**src/rtl/adder_seq_chunked.sv**
```systemverilog
// Multi-cycle adder/subtractor that consumes ChunkWidth bits per clock, rippling
// the carry between chunks so only a narrow adder sits in the critical path.
module adder_seq_chunked #(
    parameter int Width      = 8,
    parameter int ChunkWidth = 4
) (
    input  logic             clk,
    input  logic             rst,
    input  logic             start,
    input  logic             mode,
    input  logic [Width-1:0] a,
    input  logic [Width-1:0] b,
    output logic             busy,
    output logic             done,
    output logic [Width-1:0] suma,
    output logic             cout,
    output logic             overflow
);

    localparam int N    = Width / ChunkWidth;
    localparam int IdxW = (N > 1) ? $clog2(N) : 1;

    typedef enum logic [1:0] {
        IDLE = 2'd0,
        CALC = 2'd1,
        DONE = 2'd2
    } state_t;

    state_t               state_r;
    state_t               state_next_s;
    logic                 accept_s;
    logic                 last_s;
    logic [Width-1:0]     a_r;
    logic [Width-1:0]     b_r;
    logic                 carry_r;
    logic [IdxW-1:0]      idx_r;
    logic [Width-1:0]     res_r;
    logic [Width-1:0]     res_next_s;
    logic [ChunkWidth-1:0] a_chunk_s;
    logic [ChunkWidth-1:0] b_chunk_s;
    logic [ChunkWidth:0]   chunk_sum_s;

    assign last_s = (idx_r == IdxW'(N - 1));

    // Next-state logic; a start is only honoured outside CALC
    always_comb begin
        state_next_s = state_r;
        accept_s     = 1'b0;
        case (state_r)
            IDLE, DONE: begin
                if (start) begin
                    state_next_s = CALC;
                    accept_s     = 1'b1;
                end else begin
                    state_next_s = IDLE;
                end
            end
            CALC: begin
                if (last_s) begin
                    state_next_s = DONE;
                end else begin
                    state_next_s = CALC;
                end
            end
            default: begin
                state_next_s = IDLE;
            end
        endcase
    end

    // One chunk of the addition, merged into the partial result
    always_comb begin
        a_chunk_s   = a_r[idx_r*ChunkWidth +: ChunkWidth];
        b_chunk_s   = b_r[idx_r*ChunkWidth +: ChunkWidth];
        chunk_sum_s = {1'b0, a_chunk_s} + {1'b0, b_chunk_s}
                    + {{ChunkWidth{1'b0}}, carry_r};
        res_next_s  = res_r;
        res_next_s[idx_r*ChunkWidth +: ChunkWidth] = chunk_sum_s[ChunkWidth-1:0];
    end

    // State, operand latch, chunk sequencing and registered outputs
    always_ff @(posedge clk) begin
        if (rst) begin
            state_r  <= IDLE;
            a_r      <= {Width{1'b0}};
            b_r      <= {Width{1'b0}};
            carry_r  <= 1'b0;
            idx_r    <= {IdxW{1'b0}};
            res_r    <= {Width{1'b0}};
            busy     <= 1'b0;
            done     <= 1'b0;
            suma     <= {Width{1'b0}};
            cout     <= 1'b0;
            overflow <= 1'b0;
        end else begin
            state_r <= state_next_s;
            busy    <= (state_next_s == CALC);
            done    <= (state_next_s == DONE);
            if (accept_s) begin
                a_r     <= a;
                // Subtraction is a + ~b + 1, the +1 entering as the initial carry
                b_r     <= mode ? ~b : b;
                carry_r <= mode;
                idx_r   <= {IdxW{1'b0}};
            end else if (state_r == CALC) begin
                res_r   <= res_next_s;
                carry_r <= chunk_sum_s[ChunkWidth];
                idx_r   <= last_s ? {IdxW{1'b0}} : (idx_r + IdxW'(1));
                // Only the completed sum is published, never a partial one
                if (last_s) begin
                    suma     <= res_next_s;
                    cout     <= chunk_sum_s[ChunkWidth];
                    overflow <= (a_r[Width-1] == b_r[Width-1]) &&
                                (res_next_s[Width-1] != a_r[Width-1]);
                end
            end
        end
    end

endmodule

```
**config.mk**
```make
export PLATFORM = sky130hd
export DESIGN_NAME = adder_seq_chunked
export DESIGN_NICKNAME = d
export VERILOG_FILES = /design/src/rtl/adder_seq_chunked.sv
export SDC_FILE = /design/constraint.sdc
export NUM_CORES = 1
export LEC_CHECK = 0
export ABC_AREA = 1
export CORE_AREA = 2 2 87 89
export DETAILED_ROUTE_END_ITERATION = 10
export DIE_AREA = 0 0 89 91
export DONT_BUFFER_PORTS = 1
export SLEW_MARGIN = 25
export SYNTH_ARGS = -nofsm -noshare
export SYNTH_HDL_FRONTEND = slang
export SYNTH_SLANG_ARGS = --single-unit
```
**constraint.sdc**
```tcl
create_clock -name clk -period 2.98 [get_ports clk]
set_input_delay 0.447 -clock clk [delete_from_list [all_inputs] [get_ports clk]]
set_output_delay 0.447 -clock clk [all_outputs]
set_load 0.005 [all_outputs]
```
==> run_results.csv <==
group,metric,value,unit
logic_synthesis,netlist_top_cells_count,"dfxtp_1, nand2_1, o21ai_0",
logic_synthesis,synth_top_area_cell,"dfxtp_1",
drt,post_drt_via_cell_ratio,4.12,
placement,portBuffers,0,
clocking,clockBufferDepth,2,
setup_path,cp.required,3.20,ns
setup_path,r2r_start,"idx_r",
layout,n_antenna_cell,0,
die,io_pins,32,
die,fp.dieW,89,µm
sta,holdWs,0.223,ns
logic_synthesis,yosys_warnings,0,
logic_synthesis,yosysSeqAreaShare,44.5,%
logic_synthesis,ys_seq_elements,37,
hold_path,hold_class,"input pin to flop",
logic_synthesis,synth-edff-count,0,
drt,drc_errors,0,
placement,hpwl,2.64,mm
logic_synthesis,synth_top_area_share,44.5,%
logic_synthesis,syn_nets,230,
power_and_ir_drop,ir_drop,0.208,mV
drt,vias,1249,
logic_synthesis,avgSynthCellArea,8.12,µm²
sta,rsz0062_at_grt,"no",
clocking,cts-root-buf,"clkbuf_8",
layout,drive_gt1_share,12.3,%
layout,area_growth,11.4,%
power_and_ir_drop,cellPowerDensity,629,nW/µm²
drt,wl,3.53,mm
drt,drt_first_iter_violations,53,
logic_synthesis,mappedNetlistArea,1660,µm²
setup_path,rr_endpoint,"suma[6]",
layout,fin_nets,228,
die,die_h,91,µm
grt,first_global_vias,1220,
clocking,h-tree-depth,2,
clocking,cts_tree,"built",
hold_path,hold_path_startpoint,"rst",
sta,fmax,435,MHz
die,die-area,8100,µm²
grt,grt-ovfl-total,0,
drt,drt-pass1-iter-count,4,
setup_path,path_max_fanout,14,
setup_path,critPathLaunchType,"flop",
grt,antenna_found_initial,0,
run_status,outcome,"finished, final reports clean",
hold_path,worstHoldEndpoint,"state_r[0]",
hold_path,hold_depth,1,
die,initial_core_util,23.3,%
sta,slew_violations,0,
grt,grt_pass1_wl,5.87,mm
grt,grt_util_all_layers,9.47,%
clocking,path_clk_slew,0.07,ns
sta,relSlewSlack,59.6,%
sta,hold_viol,0,
sta,period_minus_slack,2.30,ns
setup_path,r2r_cells,8,
logic_synthesis,ys.flop_type,"dfxtp_1",
clocking,cts_made_buffers,5,
sta,worstMarginPinSlew,0.606,ns
die,row_count,31,
grt,grt_max_degree,24,
logic_synthesis,yosysMostFrequentCell,"dfxtp_1",
clocking,cts_setup_buffers,0,
sta,finalSetupViolations,0,
drt,wl_per_cell,11.6,µm
logic_synthesis,synthArstFlopShare,0,%
placement,place_congestion,0.906,
clocking,cts_resized,0,
clocking,numClockSinks,37,
setup_path,worstPathArrival,2.52,ns
logic_synthesis,netlist_instances,205,
setup_path,worstSetupPathType,"flop to flop",
drt,ant_nets,0,
layout,fill_cells,824,
logic_synthesis,yosysUniqueCellTypes,24,
power_and_ir_drop,leakage,0.760,nW
job,max_cap_viol_count,0,
sta,post-route-period-util,77.2,%
logic_synthesis,synth_area_leaders,"dfxtp_1, nand2_1, o21ai_0",
die,coreArea,7140,µm²
sta,skew,0.00847,ns
clocking,hold_buffers,0,
sta,tns,0,ns
setup_path,ff2ff_setup_slack,0.68,ns
setup_path,cp-end-kind,"flop",
clocking,clk_latency,0.29,ns
## cells by family after synthesis
kind of cell,synth area share (%)
multiplexers,0.602
XOR/XNOR,4.74
AND/OR/NAND/NOR,18.8
adder cells (fa/ha/maj),4.66
buffers and inverters,9.02
AO/OA/AOI/OAI,17.7
flip-flops,44.5
## registers in the layout (all words and copies together) (netlist names)
signal / flops
carry_r: 1
a_r: 8
state_r: 2
overflow: 1
b_r: 8
busy: 1
idx_r: 1
done: 1
res_r: 5
suma: 8
cout: 1
## worst max-delay path, stage by stage, from the launching register on
cell and delay, ns:
dfxtp_1 0.31, buf_4 0.17, inv_1 0.28, o21ai_0 0.17, fa_1 0.43, fa_1 0.42, xnor2_1 0.20, nand3_1 0.12
a21oi_1 0.13
## per-stage QoR
stage                     setup slack [ns]  instance area (µm²)  power (mW)  std cells  utilization [%]
after floorplan                      0.993                 1660       0.698        205                -
after global placement               0.806                 1730       0.722        295             24.3
after detailed placement             0.707                 1730       0.728        295             24.3
after CTS                            0.682                 1850        1.18        303             26.0
after global routing                 0.512                 1850        1.24        303             26.0
final                                0.680                 1850        1.17        303             26.0
## final cells by class
cell class              instances  area (µm²)  share of cell area (%)
repair buffers                  1        7.51                   0.405
well taps                      99         124                    6.68
multi-input cells             136         773                    41.7
inverters                      22        87.6                    4.73
clock inverters                 2        37.5                    2.03
clock buffers                   6        82.6                    4.46
flip-flops and latches         37         741                    40.0
## cell usage in the layout, fill, tap and decap left out
| master | n |
|---|---|
| dfxtp_1 | 37 |
| nand2_1 | 34 |
| o21ai_0 | 23 |
| inv_1 | 18 |
| a21oi_1 | 18 |
| nor2_1 | 17 |
| nand3_1 | 11 |
| xnor2_1 | 9 |
| o21ai_2 | 6 |
| clkbuf_8 | 6 |
| o21ai_1 | 4 |
| inv_2 | 3 |
| ha_1 | 3 |
| or2_2 | 2 |
| nand2_4 | 2 |
| fa_1 | 2 |
| mux2i_1 | 1 |
| nor2_4 | 1 |
| nor2_8 | 1 |
| inv_6 | 1 |
| a211oi_1 | 1 |
| o221ai_1 | 1 |
| clkinvlp_4 | 1 |
| bufinv_16 | 1 |
| buf_4 | 1 |
## where the power goes
group          switching (mW)  total [mW]  internal, mW
registers              0.0158       0.543         0.527
logic                   0.110       0.174        0.0636
clock network           0.178       0.450         0.272
total                   0.303        1.17         0.863
## how the worst max path moves through the flow
stage          start  endpoint  slack [ns]  cells after the start
2_1_floorplan  idx_r  res_r[2]        0.99                      9
3_3_place_gp   idx_r  res_r[2]        0.81                      9
3_5_place_dp   idx_r  res_r[2]        0.71                      8
4_1_cts        idx_r   suma[6]        0.68                      8
5_1_grt        idx_r  res_r[2]        0.51                      8
6_report       idx_r   suma[6]        0.68                      8
## metal layers
metal / global-route usage, % / share of wire, %
met1: 12.6 / 49
met5: 0 / 0
met2: 13.9 / 44
met4: 2.99 / 1.4
met3: 3.91 / 6.3
No activity file was read; power rests on OpenSTA's default activity.
